[src/rtl/seg7_pkg.sv]
// rtl/seg7_pkg.sv - shared constants, FSM encoding and decode for the seven-segment monitor
package seg7_pkg;

   localparam int PAT_W = 8;

   localparam logic [6:0] SEG_0 = 7'h3F;
   localparam logic [6:0] SEG_1 = 7'h06;
   localparam logic [6:0] SEG_2 = 7'h5B;
   localparam logic [6:0] SEG_3 = 7'h4F;
   localparam logic [6:0] SEG_4 = 7'h66;
   localparam logic [6:0] SEG_5 = 7'h6D;
   localparam logic [6:0] SEG_6 = 7'h7D;
   localparam logic [6:0] SEG_7 = 7'h07;
   localparam logic [6:0] SEG_8 = 7'h7F;
   localparam logic [6:0] SEG_9 = 7'h6F;

   typedef enum logic [1:0] {
      WAIT_FIRST = 2'd0,
      TRACK      = 2'd1,
      STALE      = 2'd2
   } state_e;

   // 4'hF marks a pattern that is not a decimal digit
   function automatic logic [3:0] seg7_decode(input logic [6:0] seg);
      case (seg)
         SEG_0:   return 4'd0;
         SEG_1:   return 4'd1;
         SEG_2:   return 4'd2;
         SEG_3:   return 4'd3;
         SEG_4:   return 4'd4;
         SEG_5:   return 4'd5;
         SEG_6:   return 4'd6;
         SEG_7:   return 4'd7;
         SEG_8:   return 4'd8;
         SEG_9:   return 4'd9;
         default: return 4'hF;
      endcase
   endfunction

endpackage

[src/rtl/seg7_stable_filter.sv]
// rtl/seg7_stable_filter.sv - input synchroniser and stability filter for the segment bus
module seg7_stable_filter
   import seg7_pkg::*;
#(
   parameter int STABLE_CYCLES = 4
) (
   input  logic             clk_i,
   input  logic             rst_i,
   input  logic [PAT_W-1:0] pattern_i,
   output logic             accept_o,
   output logic [PAT_W-1:0] pattern_o,
   output logic [PAT_W-1:0] prev_pattern_o
);

   localparam int              CW      = (STABLE_CYCLES > 1) ? $clog2(STABLE_CYCLES) : 1;
   localparam logic [CW-1:0]   CNT_MAX = CW'(STABLE_CYCLES - 1);

   logic [PAT_W-1:0] sync1_q, sync2_q, cand_q, acc_q;
   logic [CW-1:0]    cnt_q, cnt_d;

   always_comb begin
      accept_o = (cnt_q == CNT_MAX) && (cand_q != acc_q);
      if (sync2_q != cand_q)
         cnt_d = '0;
      else if (cnt_q != CNT_MAX)
         cnt_d = cnt_q + CW'(1);
      else
         cnt_d = cnt_q;
   end

   // acc_q follows every accept so each new pattern fires exactly once
   always_ff @(posedge clk_i or posedge rst_i) begin
      if (rst_i) begin
         sync1_q <= '0;
         sync2_q <= '0;
         cand_q  <= '0;
         acc_q   <= '0;
         cnt_q   <= '0;
      end else begin
         sync1_q <= pattern_i;
         sync2_q <= sync1_q;
         cand_q  <= sync2_q;
         cnt_q   <= cnt_d;
         if (accept_o)
            acc_q <= cand_q;
      end
   end

   assign pattern_o      = cand_q;
   assign prev_pattern_o = acc_q;

endmodule

[src/rtl/seg7_digit_monitor.sv]
// rtl/seg7_digit_monitor.sv - seven-segment digit monitor: decode, sequence check, period and timeout
module seg7_digit_monitor
   import seg7_pkg::*;
#(
   parameter int                  STABLE_CYCLES = 4,
   parameter int                  PERIOD_W      = 24,
   parameter logic [PERIOD_W-1:0] TIMEOUT       = PERIOD_W'(12_000_000)
) (
   input  logic                clk,
   input  logic                reset,
   input  logic [6:0]          seg_in,
   input  logic                dot_in,
   input  logic                clear,
   output logic [3:0]          digit_out,
   output logic                dot_out,
   output logic                digit_valid,
   output logic                digit_legal,
   output logic [PERIOD_W-1:0] period_out,
   output logic [7:0]          change_count,
   output logic                seq_error,
   output logic                timeout
);

   logic             accept, accept_eff, dec_legal, dot_only;
   logic [PAT_W-1:0] pattern, prev_pattern;
   logic [3:0]       dec, expected;

   state_e state_q, state_d;

   logic [3:0]          digit_q, digit_d, prev_digit_q, prev_digit_d;
   logic                dot_q, dot_d, legal_q, legal_d, valid_q, valid_d;
   logic                seq_err_q, seq_err_d, timeout_q, timeout_d, prev_valid_q, prev_valid_d;
   logic [PERIOD_W-1:0] period_q, period_d, period_cnt_q, period_cnt_d, period_inc;
   logic [7:0]          count_q, count_d;

   seg7_stable_filter #(.STABLE_CYCLES(STABLE_CYCLES)) u_filter (
      .clk_i          (clk),
      .rst_i          (reset),
      .pattern_i      ({dot_in, seg_in}),
      .accept_o       (accept),
      .pattern_o      (pattern),
      .prev_pattern_o (prev_pattern)
   );

   always_comb begin
      accept_eff = accept & ~clear;
      dec        = seg7_decode(pattern[6:0]);
      dec_legal  = (dec != 4'hF);
      dot_only   = ((pattern ^ prev_pattern) == 8'h80);
      expected   = (prev_digit_q == 4'd9) ? 4'd0 : prev_digit_q + 4'd1;
      period_inc = (period_cnt_q == '1) ? period_cnt_q : period_cnt_q + PERIOD_W'(1);
   end

   always_ff @(posedge clk or posedge reset) begin
      if (reset)
         state_q <= WAIT_FIRST;
      else
         state_q <= state_d;
   end

   always_comb begin
      state_d = state_q;
      if (clear)
         state_d = WAIT_FIRST;
      else begin
         case (state_q)
            WAIT_FIRST: if (accept_eff) state_d = TRACK;
            TRACK:      if (!accept_eff && period_inc == TIMEOUT) state_d = STALE;
            STALE:      if (accept_eff) state_d = TRACK;
            default:    state_d = WAIT_FIRST;
         endcase
      end
   end

   always_comb begin
      digit_d      = digit_q;
      dot_d        = dot_q;
      legal_d      = legal_q;
      valid_d      = accept_eff;
      seq_err_d    = seq_err_q;
      timeout_d    = timeout_q;
      period_d     = period_q;
      period_cnt_d = period_cnt_q;
      count_d      = count_q;
      prev_digit_d = prev_digit_q;
      prev_valid_d = prev_valid_q;
      if (clear) begin
         seq_err_d    = 1'b0;
         timeout_d    = 1'b0;
         period_d     = '0;
         period_cnt_d = '0;
         count_d      = '0;
         prev_valid_d = 1'b0;
      end else begin
         if (state_q == TRACK) begin
            period_cnt_d = period_inc;
            if (!accept_eff && period_inc == TIMEOUT)
               timeout_d = 1'b1;
         end
         if (accept_eff) begin
            digit_d      = dec;
            dot_d        = pattern[7];
            legal_d      = dec_legal;
            count_d      = count_q + 8'd1;
            period_cnt_d = '0;
            if (!dec_legal)
               seq_err_d = 1'b1;
            if (state_q == TRACK) begin
               period_d = period_inc;
               if (dec_legal && prev_valid_q && !dot_only && dec != expected)
                  seq_err_d = 1'b1;
            end
            // an illegal digit never becomes the reference for the next check
            if (dec_legal) begin
               prev_digit_d = dec;
               prev_valid_d = 1'b1;
            end else if (state_q != TRACK) begin
               prev_valid_d = 1'b0;
            end
         end
      end
   end

   always_ff @(posedge clk or posedge reset) begin
      if (reset) begin
         digit_q      <= '0;
         dot_q        <= 1'b0;
         legal_q      <= 1'b0;
         valid_q      <= 1'b0;
         seq_err_q    <= 1'b0;
         timeout_q    <= 1'b0;
         period_q     <= '0;
         period_cnt_q <= '0;
         count_q      <= '0;
         prev_digit_q <= '0;
         prev_valid_q <= 1'b0;
      end else begin
         digit_q      <= digit_d;
         dot_q        <= dot_d;
         legal_q      <= legal_d;
         valid_q      <= valid_d;
         seq_err_q    <= seq_err_d;
         timeout_q    <= timeout_d;
         period_q     <= period_d;
         period_cnt_q <= period_cnt_d;
         count_q      <= count_d;
         prev_digit_q <= prev_digit_d;
         prev_valid_q <= prev_valid_d;
      end
   end

   assign digit_out    = digit_q;
   assign dot_out      = dot_q;
   assign digit_valid  = valid_q;
   assign digit_legal  = legal_q;
   assign period_out   = period_q;
   assign change_count = count_q;
   assign seq_error    = seq_err_q;
   assign timeout      = timeout_q;

endmodule
[config.mk]
export PLATFORM = sky130hd
export DESIGN_NAME = seg7_digit_monitor
export DESIGN_NICKNAME = d
export VERILOG_FILES = /design/src/rtl/seg7_pkg.sv /design/src/rtl/seg7_stable_filter.sv /design/src/rtl/seg7_digit_monitor.sv
export SDC_FILE = /design/constraint.sdc
export NUM_CORES = 1
export LEC_CHECK = 0
export ABC_AREA = 1
export BUFFER_PORTS_ARGS = -buffer_cell sky130_fd_sc_hd__buf_2
export CORE_MARGIN = 3
export CORE_UTILIZATION = 29
export CTS_BUF_LIST = sky130_fd_sc_hd__clkbuf_2 sky130_fd_sc_hd__clkbuf_4 sky130_fd_sc_hd__clkbuf_8
export DETAILED_ROUTE_END_ITERATION = 8
export HOLD_SLACK_MARGIN = 0.06
export PLACE_DENSITY = 0.45
export SLEW_MARGIN = 5
export SYNTH_ARGS = -nofsm -noshare
export SYNTH_HDL_FRONTEND = slang
export SYNTH_SLANG_ARGS = --single-unit
[constraint.sdc]
create_clock -name clk -period 3.65 [get_ports clk]
set_clock_uncertainty 0.1 [all_clocks]
set_input_delay 0.73 -clock clk [delete_from_list [all_inputs] [get_ports clk]]
set_output_delay 0.73 -clock clk [all_outputs]
set_load 0.005 [all_outputs]
==> impl_metrics.toml <==
[status]
status = "complete, no violations"

[worst_setup_path]
critPathRequiredTime_ns = 3.88
critPathCaptureType = "flip-flop"
r2r_slack_ns = 0.98
crit_buf_inv = 1
path_class = "reg -> reg"
worstPathCellList = "ha_1 -> nand2_1 -> nor2_2 -> nand2_2 -> nor2_2 -> nand2_2 -> inv_1 -> nor2_1 -> nand2_1 -> nor3_1 -> nand2_1 -> nor2_1 -> nand3_1 -> nand2_1"
worst_r2r_path_depth = 14
critPathLaunch = "period_cnt_q[0]"
cpLargestDelayFamily = "simple AND/OR/NAND/NOR gates"
crit_slowest_cell = "dfrtp_1"
cp_slowest_stage_delay_ns = 0.46
r2r-start = "period_cnt_q[0]"
start_kind = "flip-flop"
crit_top_cell = "nand2_1"
crit_fanout = 21
r2r_end = "timeout"
cp.arrival_ns = 2.90

[route]
finalWirelength_mm = 14.44
via_per_inst = 4.675
drc_errors = 0
dr.pass1.iters = 5
num_vias = 4539
postRouteAntennaNets = 0
wl_per_cell_um = 14.87
drt_iter0_drc = 360

[global_route]
antenna_found_initial = 0
grt_start_max_net_pins = 62
track_usage = 0.1446
grt_pass1_wl_mm = 23.39
grt.overflow.total = 0
grt_pass1_vias = 4436

[cts]
ctsResizeCount = 0
cts_tree = "yes"
path_clk_slew_ns = 0.11
ctsHoldBuffers = 0
clkLatencyLatePin_ns = 0.39
post_cts_buffers = 0
numClockSinks = 106
numCtsBuffers = 9
clock_path_buffers = 2
h-tree-depth = 3
cts_root_buf = "clkbuf_8"

[pwr]
p_int_mw = 1.476
total_power_mw = 2.010
switching_share = 0.2655
power.switching_mw = 0.5337
leakage_nw = 2.841
pwr-share-seq = 0.597
comb_power_share = 0.038
p_per_area_mw_per_mm2 = 330.0
vdd_drop_max_uv = 156.4
p_clk_frac = 0.364

[timing]
final-setup-viol-count = 0
setup_tns_ns = 0
fmax_mhz = 374.7
hold_viol = 0
slew_violations = 0
min_period_ns = 2.669
min_period_over_period = 0.7312
rsz0062_at_grt = "false"
maxSlewHeadroom = 0.4601
tightest_slew_ns = 0.8099

[place]
place.gp.congestion = 0.9367
dpl.hpwl_mm = 10.69
port_buffers = 51

[floorplan]
io-pin-count = 52
row_count = 49
core-area_mm2 = 0.01815
dieWidth_um = 142.7
die_h_um = 142.7
initial_core_util = 0.2988
die-area_mm2 = 0.02038

[synth]
synth_edf_count = 0
ys_types = 33
synth_nets = 706
async_flop_share = 1.000
ys.warnings.count = 0
syn_area_per_cell_um2 = 7.836
ys_ff_latch = 106
synthCells = 692
yosysSeqAreaShare = 0.4892
syn_area_mm2 = 0.005423
ys.flop_type = "dfrtp_1"

[hold_path]
holdPathStages = 0
min-delay-start = "u_filter.sync1_q[1]"
holdPathEnd = "u_filter.sync2_q[1]"
hold_class = "reg -> reg"

[cells_and_area]
syn_to_final_growth_pct = 12.30
final_cell_mix = "nand2_1 (181), inv_1 (111), dfrtp_1 (106)"
final-seq-area_mm2 = 0.002653
layout_commonest_cell = "nand2_1"
multi_input_area_mm2 = 0.002213
num-fill-cells = 1943
drive_gt1_frac = 0.1375
nets = 751
fin_util = 0.3356
diodes = 0

[run]
drv_cap = 0
-- per-layer routing --
layer / GRT usage / routed length (µm)
met2: 0.2052 / 5962
met3: 0.02076 / 579
met4: 0.05453 / 329
met5: 0 / 0
met1: 0.2212 / 7564
-- power by group through the flow --
stage	combinational [mW]	clock, mW	sequential [mW]
2_1_floorplan	0.0622	0	1.22
3_3_place_gp	0.0790	0	1.22
3_5_place_dp	0.0804	0	1.22
4_1_cts	0.0805	0.768	1.20
5_1_grt	0.0891	0.808	1.20
6_report	0.0772	0.732	1.20
-- registers in the layout (all words and copies together), names as in the netlist, 2 cells and up --
name and cells:
period_cnt_q 24, period_out 24, change_count 8, u_filter.pattern_o 8
u_filter.prev_pattern_o 8, u_filter.sync1_q 8, u_filter.sync2_q 8, digit_out 4
prev_digit_q 4, state_q 2, u_filter.cnt_q 2
-- how the worst max path moves through the flow --
stage	depth (start not counted)	endpoint
2_1_floorplan	1	change_count[0]
3_3_place_gp	6	prev_digit_q[1]
3_5_place_dp	6	prev_digit_q[1]
4_1_cts	14	state_q[1]
5_1_grt	14	state_q[1]
6_report	14	timeout
-- cell type report --
| class | instances | share of cell area |
|---|---|---|
| tap | 229 | 0.04705 |
| sequential | 106 | 0.4356 |
| inverter | 115 | 0.07130 |
| clock buffer | 9 | 0.02034 |
| timing repair buffer | 56 | 0.05013 |
| clock inverter | 7 | 0.01212 |
| multi-input combinational | 449 | 0.3635 |
-- Yosys cell counts (all sizes together), types with 3 or more instances --
cell type  instances  area share
clkbuf             3      0.0023
a21oi             13       0.012
nand3             43       0.042
ha                 3      0.0069
xnor2             14       0.023
nand4             10       0.012
nor3               9       0.010
o22ai             50       0.058
nand2            191        0.14
nor2              80       0.065
xor2              11       0.018
inv              114       0.079
dfrtp            106        0.49
buf               19       0.021
o21ai             18       0.017
-- stage by stage --
step	setup slack (ns)	hold WS, ns	cells	area (µm²)
after floorplan	0.03111	0.2312	692	5423
after global placement	0.9296	0.2360	955	5892
after detailed placement	0.9603	0.2363	955	5892
after CTS	1.015	0.2648	971	6090
after global routing	0.7812	0.2691	971	6090
final	0.9811	0.2618	971	6090
-- cells by family after synthesis --
family / Yosys count / share of synthesized area
simple gates: 339 / 0.2725
buf+inv: 137 / 0.1027
flops: 106 / 0.4892
compound gates: 82 / 0.08837
xor+xnor: 25 / 0.04038
fa+ha+maj: 3 / 0.006923
(Power assumes the default switching activity.)
